--- config.mk ---
export PLATFORM = sky130hd
export DESIGN_NAME = mem_lsu
export DESIGN_NICKNAME = d
export VERILOG_FILES = /design/src/rtl/mem_lsu_pkg.sv /design/src/rtl/mem_lsu_load_align.sv /design/src/rtl/mem_lsu.sv
export SDC_FILE = /design/constraint.sdc
export NUM_CORES = 1
export LEC_CHECK = 0
export BUFFER_PORTS_ARGS = -buffer_cell sky130_fd_sc_hd__buf_2
export CORE_UTILIZATION = 49
export DETAILED_ROUTE_END_ITERATION = 8
export PLACE_DENSITY = 0.89
export SLEW_MARGIN = 10
export SYNTH_ARGS = -nofsm -noshare
export SYNTH_HDL_FRONTEND = slang
export SYNTH_SLANG_ARGS = --single-unit
--- constraint.sdc ---
create_clock -name clk -period 2.4 [get_ports clk]
set_input_delay 0.24 -clock clk [delete_from_list [all_inputs] [get_ports clk]]
set_output_delay 0.24 -clock clk [all_outputs]
set_load 0.1 [all_outputs]
--- src/rtl/mem_lsu_pkg.sv ---
// Shared definitions for the load/store unit.
// Holds the memory-op AluOp codes, a few representative pass-through codes,
// the LSU FSM state encoding, ZeroWord, and small op-decoding helpers.
package mem_lsu_pkg;

    localparam logic [31:0] ZeroWord = 32'h0000_0000;

    // Pass-through examples; any code not listed among the memory ops
    // below is forwarded untouched.
    localparam logic [7:0] ALU_NOP = 8'h00;
    localparam logic [7:0] ALU_ADD = 8'h01;
    localparam logic [7:0] ALU_SUB = 8'h02;
    localparam logic [7:0] ALU_OR  = 8'h03;

    localparam logic [7:0] LD_B  = 8'h80;
    localparam logic [7:0] LD_H  = 8'h81;
    localparam logic [7:0] LD_W  = 8'h82;
    localparam logic [7:0] LD_BU = 8'h83;
    localparam logic [7:0] LD_HU = 8'h84;
    localparam logic [7:0] ST_B  = 8'h88;
    localparam logic [7:0] ST_H  = 8'h89;
    localparam logic [7:0] ST_W  = 8'h8A;

    typedef enum logic [1:0] {
        IDLE = 2'd0,
        REQ  = 2'd1,
        RESP = 2'd2
    } lsu_state_t;

    function automatic logic is_load(input logic [7:0] op);
        case (op)
            LD_B, LD_H, LD_W, LD_BU, LD_HU: return 1'b1;
            default:                        return 1'b0;
        endcase
    endfunction

    function automatic logic is_store(input logic [7:0] op);
        case (op)
            ST_B, ST_H, ST_W: return 1'b1;
            default:          return 1'b0;
        endcase
    endfunction

    function automatic logic is_mem_op(input logic [7:0] op);
        return is_load(op) | is_store(op);
    endfunction

    // Halfwords need an even address, words a 4-byte boundary.
    function automatic logic is_aligned(input logic [7:0] op, input logic [1:0] a);
        case (op)
            LD_H, LD_HU, ST_H: return ~a[0];
            LD_W, ST_W:        return (a == 2'b00);
            default:           return 1'b1;
        endcase
    endfunction

endpackage

--- src/rtl/mem_lsu_load_align.sv ---
// load_align: combinational load-data extraction.
// Picks the addressed byte/halfword out of the bus word and sign- or
// zero-extends it according to the load op.
//   op    - latched AluOp of the load
//   addr  - low two address bits of the access
//   rdata - raw 32-bit bus word
//   value - register-file ready result (ZeroWord for non-load ops)
module load_align
    import mem_lsu_pkg::*;
(
    input  logic [7:0]  op,
    input  logic [1:0]  addr,
    input  logic [31:0] rdata,
    output logic [31:0] value
);

    logic [7:0]  byte_sel;
    logic [15:0] half_sel;

    always_comb begin
        byte_sel = rdata[{addr, 3'b000} +: 8];
        half_sel = addr[1] ? rdata[31:16] : rdata[15:0];
        case (op)
            LD_B:    value = {{24{byte_sel[7]}}, byte_sel};
            LD_BU:   value = {24'h000000, byte_sel};
            LD_H:    value = {{16{half_sel[15]}}, half_sel};
            LD_HU:   value = {16'h0000, half_sel};
            LD_W:    value = rdata;
            default: value = ZeroWord;
        endcase
    end

endmodule

--- src/rtl/mem_lsu.sv ---
// mem_lsu: MEM-stage load/store unit.
// Pass-through ops are registered to the writeback outputs with one cycle of
// latency. Aligned loads/stores run a single-beat bus transaction
// (IDLE -> REQ -> RESP); misaligned ones are dropped with an ale_o pulse.
//   clk, rst                 - clock, synchronous active-high reset
//   valid_i, aluop_i, mem_addr_i, store_data_i, wd_i, wreg_i, wdata_i
//                            - EX-stage result (held while stall_o=1)
//   req_o, we_o, addr_o, wstrb_o, bus_wdata_o - data-bus request
//   ack_i, rdata_i           - data-bus response
//   valid_o, wd_o, wreg_o, wdata_o, ale_o     - registered writeback result
//   stall_o                  - upstream hold
module mem_lsu
    import mem_lsu_pkg::*;
(
    input  logic        clk,
    input  logic        rst,
    input  logic        valid_i,
    input  logic [7:0]  aluop_i,
    input  logic [31:0] mem_addr_i,
    input  logic [31:0] store_data_i,
    input  logic [4:0]  wd_i,
    input  logic        wreg_i,
    input  logic [31:0] wdata_i,
    output logic        req_o,
    output logic        we_o,
    output logic [31:0] addr_o,
    output logic [3:0]  wstrb_o,
    output logic [31:0] bus_wdata_o,
    input  logic        ack_i,
    input  logic [31:0] rdata_i,
    output logic        valid_o,
    output logic [4:0]  wd_o,
    output logic        wreg_o,
    output logic [31:0] wdata_o,
    output logic        ale_o,
    output logic        stall_o
);

    lsu_state_t  state_reg, state_next;
    logic [7:0]  op_reg;
    logic [31:0] addr_reg;
    logic [31:0] sdata_reg;
    logic [4:0]  wd_reg;
    logic        wreg_reg;

    logic        valid_o_reg, wreg_o_reg, ale_o_reg;
    logic [4:0]  wd_o_reg;
    logic [31:0] wdata_o_reg;

    logic        in_mem_op, in_aligned, accept_mem, in_req;
    logic [3:0]  strb_next;
    logic [31:0] wdata_repl;
    logic [31:0] load_value;

    assign in_mem_op  = is_mem_op(aluop_i);
    assign in_aligned = is_aligned(aluop_i, mem_addr_i[1:0]);
    assign accept_mem = (state_reg == IDLE) && valid_i && in_mem_op && in_aligned;
    assign in_req     = (state_reg == REQ);

    always_comb begin
        state_next = state_reg;
        case (state_reg)
            IDLE:    if (accept_mem) state_next = REQ;
            REQ:     if (ack_i)      state_next = RESP;
            RESP:                    state_next = IDLE;
            default:                 state_next = IDLE;
        endcase
    end

    // Byte lane gi carries store byte (gi mod access size), so any lane the
    // strobe selects already holds the right data.
    genvar gi;
    generate
        for (gi = 0; gi < 4; gi++) begin : g_lane
            assign wdata_repl[8*gi +: 8] =
                (op_reg == ST_B) ? sdata_reg[7:0] :
                (op_reg == ST_H) ? sdata_reg[8*(gi%2) +: 8] :
                                   sdata_reg[8*gi +: 8];
        end
    endgenerate

    always_comb begin
        case (op_reg)
            ST_B:    strb_next = 4'b0001 << addr_reg[1:0];
            ST_H:    strb_next = 4'b0011 << addr_reg[1:0];
            ST_W:    strb_next = 4'b1111;
            default: strb_next = 4'b0000;
        endcase
    end

    // Bus outputs are derived from the latched op, so they stay constant for
    // the whole REQ phase and read as zero outside it.
    assign req_o       = in_req;
    assign we_o        = in_req & is_store(op_reg);
    assign addr_o      = in_req ? {addr_reg[31:2], 2'b00} : ZeroWord;
    assign wstrb_o     = in_req ? strb_next : 4'b0000;
    assign bus_wdata_o = (in_req && is_store(op_reg)) ? wdata_repl : ZeroWord;

    // The accept term is combinational so the op is held through the accept
    // edge; reset overrides it.
    assign stall_o = ~rst & (accept_mem | in_req);

    load_align u_load_align (
        .op    (op_reg),
        .addr  (addr_reg[1:0]),
        .rdata (rdata_i),
        .value (load_value)
    );

    always_ff @(posedge clk) begin
        if (rst) begin
            state_reg   <= IDLE;
            op_reg      <= ALU_NOP;
            addr_reg    <= ZeroWord;
            sdata_reg   <= ZeroWord;
            wd_reg      <= 5'd0;
            wreg_reg    <= 1'b0;
            valid_o_reg <= 1'b0;
            wd_o_reg    <= 5'd0;
            wreg_o_reg  <= 1'b0;
            wdata_o_reg <= ZeroWord;
            ale_o_reg   <= 1'b0;
        end else begin
            state_reg   <= state_next;
            valid_o_reg <= 1'b0;
            ale_o_reg   <= 1'b0;
            case (state_reg)
                IDLE: begin
                    if (valid_i) begin
                        if (!in_mem_op) begin
                            valid_o_reg <= 1'b1;
                            wd_o_reg    <= wd_i;
                            wreg_o_reg  <= wreg_i;
                            wdata_o_reg <= wdata_i;
                        end else if (!in_aligned) begin
                            valid_o_reg <= 1'b1;
                            ale_o_reg   <= 1'b1;
                            wd_o_reg    <= wd_i;
                            wreg_o_reg  <= 1'b0;
                            wdata_o_reg <= ZeroWord;
                        end else begin
                            op_reg    <= aluop_i;
                            addr_reg  <= mem_addr_i;
                            sdata_reg <= store_data_i;
                            wd_reg    <= wd_i;
                            wreg_reg  <= wreg_i;
                        end
                    end
                end
                REQ: begin
                    if (ack_i) begin
                        valid_o_reg <= 1'b1;
                        wd_o_reg    <= wd_reg;
                        wreg_o_reg  <= is_load(op_reg) & wreg_reg;
                        wdata_o_reg <= is_load(op_reg) ? load_value : ZeroWord;
                    end
                end
                default: ;
            endcase
        end
    end

    assign valid_o = valid_o_reg;
    assign wd_o    = wd_o_reg;
    assign wreg_o  = wreg_o_reg;
    assign wdata_o = wdata_o_reg;
    assign ale_o   = ale_o_reg;

endmodule

==> metrics.txt, run 1 <==
# TYPE chip_impl_metric gauge
chip_impl_metric{name="layout.filler_cells",unit=""} 718
chip_impl_metric{name="final_period_minus_worst_setup_slack",unit="ns"} 2.62
chip_impl_metric{name="synthDominantCellAreaShare",unit="%"} 38.9
chip_impl_info{name="cts.root.buffer_cell",value="clkbuf_16"} 1
chip_impl_info{name="timing_worst_setup_path_type",value="register to output port"} 1
chip_impl_metric{name="detail_route.iter0.violations",unit=""} 723
chip_impl_metric{name="setup_viol",unit=""} 29
chip_impl_metric{name="final_critical_path_setup_slack",unit="ns"} -0.222
chip_impl_metric{name="first_pass_grt_wire_length",unit="mm"} 37.1
chip_impl_metric{name="pwr-share-clk",unit="%"} 47.1
chip_impl_metric{name="synth_cells",unit=""} 794
chip_impl_info{name="r2r-start",value="op_reg[4]"} 1
chip_impl_metric{name="p_sw_share",unit="%"} 29.0
chip_impl_info{name="synth-main-ff-cell",value="dfxtp_1"} 1
chip_impl_metric{name="critPathMaxStageDelay",unit="ns"} 0.35
chip_impl_metric{name="multiInputGateArea",unit="mm^2"} 0.00378
chip_impl_metric{name="final_hold_viol_count",unit=""} 0
chip_impl_metric{name="detail_route.drc_violations",unit=""} 0
chip_impl_metric{name="clock_tree.buffer_depth",unit=""} 2
chip_impl_metric{name="synth_area",unit="mm^2"} 0.00618
chip_impl_metric{name="regArea",unit="mm^2"} 0.00241
chip_impl_metric{name="tritoncts.num_buffers",unit=""} 17
chip_impl_metric{name="cts.sink_count",unit=""} 120
chip_impl_info{name="synthTopCellsByArea",value="dfxtp_1, nand2_1, a21oi_1, and2_1, a211oi_1"} 1
chip_impl_metric{name="vias",unit=""} 7267
chip_impl_info{name="post_synth_most_frequent_cells",value="nand2_1, a21oi_1, dfxtp_1"} 1
chip_impl_metric{name="power_density_over_cell_area",unit="mW/mm^2"} 566
chip_impl_metric{name="synth_seq_area_share",unit="%"} 38.9
chip_impl_metric{name="insertion_delay",unit="ns"} 0.42
chip_impl_info{name="cp-start-kind",value="register"} 1
chip_impl_metric{name="synth_warn",unit=""} 0
chip_impl_metric{name="first_global_vias",unit=""} 6917
chip_impl_metric{name="seq_power_share",unit="%"} 37.6
chip_impl_metric{name="syn_avg_cell_area",unit="um^2"} 7.78
chip_impl_metric{name="htree_num_levels",unit=""} 4
chip_impl_metric{name="synth.distinct_cells",unit=""} 56
chip_impl_metric{name="timing.final.max_slew_violations",unit=""} 0
chip_impl_metric{name="detail_route.first_pass.iterations",unit=""} 5
chip_impl_metric{name="drt-total-wl",unit="mm"} 24.4
chip_impl_metric{name="fmax",unit="MHz"} 381
chip_impl_info{name="worst_setup_path_startpoint",value="op_reg[4]"} 1
chip_impl_metric{name="power.total",unit="W"} 0.00554
chip_impl_info{name="critPathCaptureType",value="output port"} 1
chip_impl_metric{name="comb_power_share",unit="%"} 15.2
chip_impl_metric{name="worstPathRequired",unit="ns"} 2.16
chip_impl_info{name="regToRegEndpoint",value="wdata_o[26]"} 1
chip_impl_info{name="crit_family",value="simple AND/OR/NAND/NOR gates"} 1
chip_impl_metric{name="worst_ir_drop_vdd",unit="mV"} 0.456
chip_impl_metric{name="route.detailed.vias_per_inst",unit=""} 5.96
chip_impl_metric{name="p_sw",unit="W"} 0.00160
chip_impl_metric{name="placedInstanceArea",unit="mm^2"} 0.00895
chip_impl_metric{name="worst_clock_skew",unit="ns"} 0.00892
chip_impl_metric{name="cp_data_arrival_time",unit="ns"} 2.38
chip_impl_info{name="crit_path_top_delay_cell",value="or3_4"} 1
chip_impl_metric{name="drt.antenna.violating_nets",unit=""} 0
chip_impl_metric{name="static-leakage-power",unit="nW"} 3.74
chip_impl_metric{name="dp_hpwl",unit="mm"} 16.3
chip_impl_metric{name="synth.ff_latch_count",unit=""} 120
chip_impl_metric{name="clkSlewWorstSetupHoldPaths",unit="ns"} 0.06
chip_impl_metric{name="flow.area_growth_from_synthesis",unit="%"} 58.5
chip_impl_info{name="hold_class",value="input pin to register"} 1
chip_impl_info{name="run_status",value="complete, but fails checks"} 1
chip_impl_metric{name="top_level_ports",unit=""} 257
chip_impl_metric{name="avgRoutedWirePerCell",unit="um"} 20.0
chip_impl_metric{name="final_area",unit="mm^2"} 0.00979
chip_impl_metric{name="timing.critical_path.fanout_max",unit=""} 7
chip_impl_metric{name="start_util",unit="%"} 50.8
chip_impl_metric{name="post_route_cells_drive_above_1_share",unit="%"} 39.5
chip_impl_metric{name="port_buffers",unit=""} 254
chip_impl_metric{name="die_w",unit="um"} 114
chip_impl_metric{name="largest_net_degree_at_the_start_of_global_routing",unit=""} 50
chip_impl_metric{name="gr-total-overflow",unit=""} 0
chip_impl_metric{name="worstRegToRegCells",unit=""} 8
chip_impl_metric{name="reg2reg_setup_slack",unit="ns"} -0.05
chip_impl_metric{name="grt_util_all_layers",unit="%"} 37.2
chip_impl_metric{name="dieArea",unit="mm^2"} 0.0131
chip_impl_info{name="cp_common_cell",value="buf_12"} 1
chip_impl_metric{name="async_reset_ff_share",unit="%"} 0
chip_impl_metric{name="relSlewSlack",unit="%"} 42.7
chip_impl_info{name="crit_path_cell_trace",value="nor4b_4 -> nand2_2 -> or3_4 -> nand2b_4 -> buf_12 -> a211oi_4 -> buf_12"} 1
chip_impl_metric{name="design.core.area",unit="mm^2"} 0.0122
chip_impl_info{name="clock_tree_from_tritoncts",value="yes"} 1
chip_impl_metric{name="nNetsFinal",unit=""} 1181
chip_impl_info{name="rsz_0062_raised_after_global_routing",value="yes"} 1
chip_impl_info{name="worst_setup_path_endpoint",value="bus_wdata_o[26]"} 1
chip_impl_metric{name="maxCapViolCount",unit=""} 0
chip_impl_metric{name="place_congestion",unit=""} 0.904
chip_impl_metric{name="worstPathBufferInverterCount",unit=""} 2
chip_impl_metric{name="antenna_found_initial",unit=""} 3
chip_impl_metric{name="number_of_synthesized_flops_with_an_enable_pin",unit=""} 0
chip_impl_info{name="synth_most_common_cell",value="nand2_1"} 1
chip_impl_metric{name="cell_row_count",unit=""} 40
chip_impl_metric{name="die_h",unit="um"} 114
chip_impl_metric{name="intPower",unit="W"} 0.00394
chip_impl_info{name="synth.largest_area_cell",value="dfxtp_1"} 1
chip_impl_metric{name="tightest_slew",unit="ns"} 0.859
chip_impl_metric{name="final_cycle_share",unit="%"} 109
chip_impl_metric{name="worst-path-stages",unit=""} 7
chip_impl_info{name="failed_checks",value="setup timing"} 1
## placed cells by master (no fill, tap or decap), drive strengths merged, types with 2 or more instances in the layout
cell	synthesis	layout
mux2i	19	19
nor2	37	37
conb	1	2
clkbuf	51	22
nor4b	2	2
nand2	189	189
nand3	2	2
dfxtp	120	120
nor3b	10	10
a32oi	2	2
nor2b	2	2
o311a	2	2
and3	4	4
o21ai	11	11
inv	8	9
mux2	16	16
diode	0	3
or3	3	3
nor3	2	2
or2	3	3
a211oi	34	34
a222oi	7	7
o31a	2	2
and2	39	39
nand2b	5	5
and4	2	2
a21oi	141	141
a311oi	14	14
nor4bb	2	2
clkinv	0	4
clkinvlp	0	3
a22oi	25	25
bufinv	0	3
buf	25	296
## logic make-up after synthesis
logic type             after synthesis  share of synthesized area, %
XOR/XNOR                             1                         0.142
multiplexers                        35                          6.00
buffers and inverters               84                          6.04
AND/OR/NAND/NOR                    305                          22.5
flip-flops                         120                          38.9
AO/OA/AOI/OAI                      248                          26.3
other                                1                        0.0607
## stage by stage
step / util, % / std cells / hold slack [ns] / setup TNS, ns / worst slack, ns
final: 80.5 / 1219 / 0.0588 / -4.05 / -0.222
after global routing: 80.5 / 1217 / 0.0494 / -6.80 / -0.264
after CTS: 79.8 / 1213 / 0.0477 / -2.12 / -0.179
after detailed placement: 73.6 / 1172 / 0.442 / 0 / 0.0395
after global placement: 73.6 / 1172 / 0.437 / 0 / 0.170
after floorplan: - / 795 / 0.372 / -2.48 / -0.570
## per-layer routing
metal  up-vias  global-route usage, %  part of all wire [%]
met5         -                      0                 0.045
met4         2                   22.1                   5.9
met3       126                   14.4                    11
met2       489                   62.7                    49
met1      3397                   39.5                    34
li1       3253                      -                     -
## timing repair
action | in CTS | in global routing
setup buffers | 6 | 3
hold buffers | 0 | 0
gates cloned | 3 | 0
gates resized for setup | 9 | 19
setup endpoints to repair | 29 | 43
pin swaps | 7 | 6
hold endpoints to repair | 0 | 0
## layout make-up
class,instances,area share [%]
Sequential cell,120,24.6
Inverter,8,0.435
Clock buffer,22,4.64
Multi-Input combinational cell,591,38.6
Timing Repair Buffer,296,27.9
Antenna cell,3,0.0767
Clock inverter,10,1.47
Tap cell,168,2.15
Timing Repair inverter,1,0.166
## how the worst min path moves through the flow
stage	start	cells past startpoint	slack (ns)	to
2_1_floorplan	valid_i	2	0.37	ale_o
3_3_place_gp	addr_reg[6]	2	0.44	addr_reg[6]
3_5_place_dp	addr_reg[24]	2	0.44	addr_reg[24]
4_1_cts	store_data_i[21]	3	0.05	sdata_reg[21]
5_1_grt	mem_addr_i[5]	3	0.05	addr_reg[5]
6_report	store_data_i[17]	3	0.06	sdata_reg[17]
## power groups by stage
stage | Clock (W) | Sequential, W | Combinational, W
after floorplan | 0 | 0.00247 | 0.000227
after global placement | 0 | 0.00212 | 0.000808
after CTS | 0.00262 | 0.00208 | 0.000831
final | 0.00261 | 0.00208 | 0.000844
after global routing | 0.00274 | 0.00209 | 0.000876
after detailed placement | 0 | 0.00212 | 0.000822
## tightest hold or removal path: stages
cell	delay [ns]
buf_2	0.10
nand2_1	0.04
a21oi_1	0.05
Power figures use the tool's default switching activity.
==> run 2, diff against run 1 <==
PLACE_DENSITY = 0.82   (was 0.89)
==> run 2 against run 1 <==
Net effect:
- the run still ends with setup timing left
- setup slack lost 0.018 ns
- hold slack lost 0.012 ns
- sequential cell count is the same
- via count grew 1.9%
- global-route usage is essentially flat
- non-clock buffer count grew 3
- register-to-register slack gained 0.18 ns
- power grew 6.4%
- sequential power is essentially flat
- largest cell class unchanged
==> metrics.txt, run 2 (synthesis gave the netlist of run 1 again) <==
# TYPE chip_impl_metric gauge
chip_impl_info{name="run_status",value="complete, but fails checks"} 1
chip_impl_info{name="failed_checks",value="setup timing"} 1
chip_impl_metric{name="post-place-cells",unit=""} 1168
chip_impl_metric{name="final_hold_viol_count",unit=""} 0
chip_impl_metric{name="post_route_cells_drive_above_1_share",unit="%"} 40.9
chip_impl_metric{name="avgRoutedWirePerCell",unit="um"} 20.1
chip_impl_metric{name="power.total",unit="W"} 0.00589
chip_impl_metric{name="tritoncts.num_buffers",unit=""} 17
chip_impl_metric{name="setup_viol",unit=""} 26
chip_impl_metric{name="timing.critical_path.fanout_max",unit=""} 5
chip_impl_metric{name="gr-total-overflow",unit=""} 0
chip_impl_metric{name="tightest_slew",unit="ns"} 0.792
chip_impl_info{name="cts.root.buffer_cell",value="clkbuf_16"} 1
chip_impl_metric{name="final_period_minus_worst_setup_slack",unit="ns"} 2.64
chip_impl_info{name="most_common_cell_after_layout_fill_and_taps_aside",value="nand2_1"} 1
chip_impl_metric{name="detail_route.iter0.violations",unit=""} 1074
chip_impl_metric{name="flow.area_growth_from_synthesis",unit="%"} 62.6
chip_impl_metric{name="cell_row_count",unit=""} 40
chip_impl_metric{name="antenna_found_initial",unit=""} 2
chip_impl_metric{name="die_h",unit="um"} 114
chip_impl_metric{name="start_util",unit="%"} 50.8
chip_impl_info{name="most_frequent_cells_in_the_layout",value="nand2_1, buf_2, a21oi_1, dfxtp_1, buf_12"} 1
chip_impl_metric{name="port_buffers",unit=""} 254
chip_impl_metric{name="top_level_ports",unit=""} 257
chip_impl_metric{name="largest_net_degree_at_the_start_of_global_routing",unit=""} 93
chip_impl_metric{name="stdcell_count",unit=""} 1223
chip_impl_metric{name="die_w",unit="um"} 114
chip_impl_metric{name="worst_clock_skew",unit="ns"} 0.00724
chip_impl_metric{name="drt-total-wl",unit="mm"} 24.6
chip_impl_metric{name="place_congestion",unit=""} 0.947
chip_impl_metric{name="static-leakage-power",unit="nW"} 3.84
chip_impl_metric{name="detail_route.first_pass.iterations",unit=""} 6
chip_impl_metric{name="timing.final.max_slew_violations",unit=""} 0
chip_impl_metric{name="dp_hpwl",unit="mm"} 14.9
chip_impl_metric{name="vias",unit=""} 7403
chip_impl_metric{name="design.core.area",unit="mm^2"} 0.0122
chip_impl_metric{name="fmax",unit="MHz"} 379
chip_impl_metric{name="clock_tree.buffer_depth",unit=""} 2
chip_impl_metric{name="grt_util_all_layers",unit="%"} 37.2
chip_impl_metric{name="nNetsFinal",unit=""} 1184
chip_impl_metric{name="first_pass_grt_wire_length",unit="mm"} 37.5
chip_impl_metric{name="final_cycle_share",unit="%"} 110
chip_impl_metric{name="worstPathRequired",unit="ns"} 2.16
chip_impl_metric{name="dieArea",unit="mm^2"} 0.0131
chip_impl_metric{name="clkSlewWorstSetupHoldPaths",unit="ns"} 0.06
chip_impl_metric{name="relSlewSlack",unit="%"} 47.2
chip_impl_metric{name="post_cts_hold_buffer_count",unit=""} 0
chip_impl_metric{name="preCtsSetupSlack",unit="ns"} 0.0829
chip_impl_metric{name="critPathMaxStageDelay",unit="ns"} 0.34
chip_impl_metric{name="maxCapViolCount",unit=""} 0
chip_impl_metric{name="cts.sink_count",unit=""} 120
chip_impl_metric{name="utilization",unit="%"} 82.6
chip_impl_metric{name="final_critical_path_setup_slack",unit="ns"} -0.240
chip_impl_metric{name="detail_route.drc_violations",unit=""} 0
chip_impl_info{name="clock_tree_from_tritoncts",value="yes"} 1
chip_impl_metric{name="insertion_delay",unit="ns"} 0.42
chip_impl_info{name="crit_path_cell_trace",value="nor4b_4 -> nand2_1 -> or3_4 -> nand2b_4 -> buf_12 -> a211oi_4 -> buf_12"} 1
chip_impl_metric{name="cp_data_arrival_time",unit="ns"} 2.40
chip_impl_info{name="timing_worst_setup_path_type",value="register to output port"} 1
chip_impl_info{name="rsz_0062_raised_after_global_routing",value="yes"} 1
chip_impl_metric{name="first_global_vias",unit=""} 7053
chip_impl_metric{name="drt.antenna.violating_nets",unit=""} 0
chip_impl_metric{name="route.detailed.vias_per_inst",unit=""} 6.05
chip_impl_info{name="critPathCaptureType",value="output port"} 1
chip_impl_metric{name="power_density_over_cell_area",unit="mW/mm^2"} 587
chip_impl_info{name="crit_path_top_delay_cell",value="or3_4"} 1
chip_impl_info{name="hold_class",value="input pin to register"} 1
chip_impl_info{name="cp_common_cell",value="buf_12"} 1
chip_impl_metric{name="reg2reg_setup_slack",unit="ns"} 0.13
chip_impl_metric{name="worst_ir_drop_vdd",unit="mV"} 0.720
chip_impl_info{name="cp-start-kind",value="register"} 1
chip_impl_metric{name="htree_num_levels",unit=""} 4
run 2: changes by cell type in the layout (fill, tap and decap cells not counted), sizes merged:
| cell | delta |
|---|---|
| o311a | +1 |
| buf | +2 |
| inv | +1 |
| diode | +1 |
| bufinv | +3 |
| clkbuf | -4 |
run 2: critical path: cells and delay by family (launching register included):
family	cells	cell delay, ns
simple gates	4	0.95
buf+inv	2	0.40
flops	1	0.33
compound gates	1	0.30
run 2: cell type report:
class / instances / area (um^2)
multi-input cells: 592 / 3880
well taps: 168 / 210
repair buffers: 299 / 2820
clock buffers: 17 / 425
flip-flops and latches: 120 / 2400
inverters: 8 / 35.0
diodes: 4 / 10.0
fillers: 699 / 2120
clock inverters: 15 / 248
run 2: power by group:
part / switching [W] / internal (W)
clock: 0.00100 / 0.00195
sequential: 0.0000345 / 0.00205
combinational: 0.000631 / 0.000227
run 2: worst paths after layout:
check / from / end / cells after the start
max reg2reg: op_reg[4] / wdata_o[6] / 9
min reg2reg: addr_reg[6] / addr_reg[6] / 2
max: op_reg[4] / bus_wdata_o[24] / 7
min: mem_addr_i[8] / addr_reg[8] / 3
run 2: what timing repair did:
item / CTS / global route
setup buffers: 11 / 7
pin swaps: 7 / 9
resized for setup: 18 / 21
setup endpoints to repair: 30 / 68
cloned: 3 / 2
run 2: routing by layer:
metal  global-route usage (%)  share of wire (%)  up-vias
li1                         -                  -     3275
met1                     41.5                 35     3461
met2                     63.7                 49      558
met3                     12.4                 11      109
met4                     18.2                4.5        0
met5                        0                  0        -
run 2: metrics by stage:
| stage | TNS, ns | area, um^2 | hold WS [ns] |
|---|---|---|---|
| floorplan | -2.48 | 6490 | 0.372 |
| global placement | 0 | 8950 | 0.438 |
| detailed placement | 0 | 8950 | 0.442 |
| CTS | -3.03 | 9880 | 0.0390 |
| global route | -6.35 | 10000 | 0.0341 |
| finish | -4.18 | 10000 | 0.0464 |
==> run 3, diff against run 2 <==
RECOVER_POWER = 25   (was not set)
==> run 3 against run 2 <==
Net effect:
- the flow finishes with violations (DRC, setup timing)
- non-clock buffer count is the same
- global-route usage unchanged
- sequential power is essentially flat
- cell count unchanged
- combinational power down 2%
- sequential cell count did not move
- critical path depth is the same
- first-iteration DRC count down 0.19%
- wire length rose by 0.17%
- critical path type unchanged
- critical endpoint unchanged
- largest power group unchanged
- highest routed layer unchanged
==> metrics.txt, run 3 (synthesis gave the netlist of run 1 again) <==
# TYPE chip_impl_metric gauge
chip_impl_metric{name="insertion_delay",unit="ns"} 0.42
chip_impl_metric{name="fmax",unit="MHz"} 380
chip_impl_metric{name="place_congestion",unit=""} 0.947
chip_impl_metric{name="maxCapViolCount",unit=""} 0
chip_impl_info{name="cp_common_cell",value="buf_12"} 1
chip_impl_info{name="crit_path_cell_trace",value="nor4b_4 -> nand2_1 -> or3_4 -> nand2b_4 -> buf_12 -> a211oi_4 -> buf_12"} 1
chip_impl_info{name="cts.root.buffer_cell",value="clkbuf_16"} 1
chip_impl_metric{name="post_route_cells_drive_above_1_share",unit="%"} 37.0
chip_impl_info{name="failed_checks",value="DRC, setup timing"} 1
chip_impl_metric{name="die_w",unit="um"} 114
chip_impl_metric{name="final_period_minus_worst_setup_slack",unit="ns"} 2.63
chip_impl_info{name="timing_worst_setup_path_type",value="register to output port"} 1
chip_impl_metric{name="drt.antenna.violating_nets",unit=""} 0
chip_impl_metric{name="avgRoutedWirePerCell",unit="um"} 20.2
chip_impl_metric{name="start_util",unit="%"} 50.8
chip_impl_metric{name="antenna_found_initial",unit=""} 2
chip_impl_metric{name="gr-total-overflow",unit=""} 0
chip_impl_metric{name="setup_viol",unit=""} 27
chip_impl_metric{name="design.core.area",unit="mm^2"} 0.0122
chip_impl_metric{name="dieArea",unit="mm^2"} 0.0131
chip_impl_metric{name="post_cts_hold_buffer_count",unit=""} 0
chip_impl_metric{name="reg2reg_setup_slack",unit="ns"} 0.14
chip_impl_metric{name="cts.sink_count",unit=""} 120
chip_impl_info{name="critPathCaptureType",value="output port"} 1
chip_impl_metric{name="worst_ir_drop_vdd",unit="mV"} 0.717
chip_impl_metric{name="cp_data_arrival_time",unit="ns"} 2.39
chip_impl_metric{name="worst_clock_skew",unit="ns"} 0.00745
chip_impl_metric{name="tightest_slew",unit="ns"} 1.34
chip_impl_metric{name="worstRegToRegCells",unit=""} 6
chip_impl_metric{name="detail_route.iter0.violations",unit=""} 1072
chip_impl_metric{name="tritoncts.num_buffers",unit=""} 17
chip_impl_metric{name="setup_total_negative_slack",unit="ns"} -4.03
chip_impl_metric{name="layout.filler_cells",unit=""} 722
chip_impl_metric{name="route.detailed.vias_per_inst",unit=""} 6.03
chip_impl_info{name="most_frequent_cells_in_the_layout",value="nand2_1, buf_2, a21oi_1, dfxtp_1, buf_12"} 1
chip_impl_metric{name="timing.critical_path.fanout_max",unit=""} 5
chip_impl_metric{name="power_density_over_cell_area",unit="mW/mm^2"} 589
chip_impl_metric{name="die_h",unit="um"} 114
chip_impl_metric{name="worstPathBufferInverterCount",unit=""} 2
chip_impl_info{name="r2r-start",value="state_reg[1]"} 1
chip_impl_metric{name="port_buffers",unit=""} 254
chip_impl_metric{name="largest_net_degree_at_the_start_of_global_routing",unit=""} 93
chip_impl_info{name="most_common_cell_after_layout_fill_and_taps_aside",value="nand2_1"} 1
chip_impl_metric{name="dp_hpwl",unit="mm"} 14.9
chip_impl_info{name="rsz_0062_raised_after_global_routing",value="yes"} 1
chip_impl_info{name="whs_endpoint",value="addr_reg[6]"} 1
chip_impl_metric{name="detail_route.drc_violations",unit=""} 1
chip_impl_metric{name="power.total",unit="W"} 0.00586
chip_impl_info{name="cp-start-kind",value="register"} 1
chip_impl_metric{name="grt_util_all_layers",unit="%"} 37.2
chip_impl_metric{name="flow.area_growth_from_synthesis",unit="%"} 61.3
chip_impl_metric{name="vias",unit=""} 7378
chip_impl_metric{name="critPathMaxStageDelay",unit="ns"} 0.35
chip_impl_info{name="hold_class",value="input pin to register"} 1
chip_impl_info{name="run_status",value="complete, but fails checks"} 1
chip_impl_metric{name="cell_row_count",unit=""} 40
chip_impl_metric{name="final_hold_viol_count",unit=""} 0
chip_impl_metric{name="drt-total-wl",unit="mm"} 24.7
chip_impl_info{name="min_from",value="mem_addr_i[6]"} 1
chip_impl_metric{name="clock_tree.buffer_depth",unit=""} 2
chip_impl_info{name="crit_path_top_delay_cell",value="or3_4"} 1
chip_impl_metric{name="final_critical_path_setup_slack",unit="ns"} -0.233
chip_impl_metric{name="timing.final.max_slew_violations",unit=""} 0
chip_impl_metric{name="detail_route.first_pass.iterations",unit=""} 9
chip_impl_metric{name="first_global_vias",unit=""} 7053
chip_impl_metric{name="final_cycle_share",unit="%"} 110
chip_impl_metric{name="static-leakage-power",unit="nW"} 3.69
chip_impl_info{name="crit_family",value="simple AND/OR/NAND/NOR gates"} 1
chip_impl_metric{name="nNetsFinal",unit=""} 1184
chip_impl_metric{name="htree_num_levels",unit=""} 4
chip_impl_metric{name="relSlewSlack",unit="%"} 10.9
chip_impl_metric{name="top_level_ports",unit=""} 257
chip_impl_info{name="regToRegEndpoint",value="wdata_o[10]"} 1
chip_impl_info{name="clock_tree_from_tritoncts",value="yes"} 1
chip_impl_metric{name="clkSlewWorstSetupHoldPaths",unit="ns"} 0.06
chip_impl_metric{name="min_path_cells",unit=""} 3
chip_impl_metric{name="first_pass_grt_wire_length",unit="mm"} 37.5
chip_impl_metric{name="worstPathRequired",unit="ns"} 2.16
run 3: routing by layer:
| layer | share of wire (%) | routed length, um | GRT usage (%) | up-vias |
|---|---|---|---|---|
| li1 | - | - | - | 3274 |
| met1 | 35 | 8640 | 41.5 | 3426 |
| met2 | 50 | 12200 | 63.7 | 562 |
| met3 | 11 | 2720 | 12.4 | 116 |
| met4 | 4.3 | 1060 | 18.2 | 0 |
| met5 | 0 | 0 | 0 | - |
run 3: what timing repair did:
| action | CTS | global route |
|---|---|---|
| resized for setup | 18 | 21 |
| buffers inserted | 11 | 7 |
| pin swaps | 7 | 9 |
| cloned | 3 | 2 |
| setup endpoints to repair | 30 | 68 |
run 3: area by class of cell:
class	count	area [um^2]	share of cell area [%]
Multi-Input combinational cell	592	3860	38.7
Timing Repair Buffer	299	2770	27.8
Sequential cell	120	2400	24.1
Clock buffer	17	425	4.27
Clock inverter	15	248	2.49
Tap cell	168	210	2.11
Inverter	8	35.0	0.352
Antenna cell	4	10.0	0.100
run 3: worst reg2reg max path: cells and delay by family (launching register included):
kind	cells	cell delay, ns
AO/OA/AOI/OAI	2	0.84
AND/OR/NAND/NOR	2	0.51
buffers and inverters	2	0.46
flip-flops	1	0.36
run 3: power breakdown:
group | total (W) | internal, W | switching [W]
sequential | 0.00209 | 0.00205 | 0.0000363
clock | 0.00294 | 0.00195 | 0.000984
combinational | 0.000842 | 0.000213 | 0.000630
run 3: worst max-delay path by stage:
stage                           end  slack, ns        from  depth (start not counted)
finish              bus_wdata_o[24]      -0.23   op_reg[5]                          7
global placement            wd_o[2]       0.17  aluop_i[4]                          6
detailed placement       wdata_o[1]       0.08  aluop_i[4]                          6
CTS                 bus_wdata_o[24]      -0.14   op_reg[6]                          7
floorplan            bus_wdata_o[8]      -0.57   op_reg[1]                          7
global route        bus_wdata_o[24]      -0.31   op_reg[4]                          7
run 3: through the flow:
step / cell area, um^2 / hold WS, ns / instances / setup slack, ns / util (%)
2_1_floorplan: 6490 / 0.372 / 795 / -0.570 / -
3_3_place_gp: 8950 / 0.438 / 1168 / 0.173 / 73.6
3_5_place_dp: 8950 / 0.442 / 1168 / 0.0829 / 73.6
4_1_cts: 9880 / 0.0390 / 1214 / -0.140 / 81.2
5_1_grt: 9960 / 0.0342 / 1222 / -0.309 / 81.9
6_report: 9960 / 0.0538 / 1223 / -0.233 / 81.9
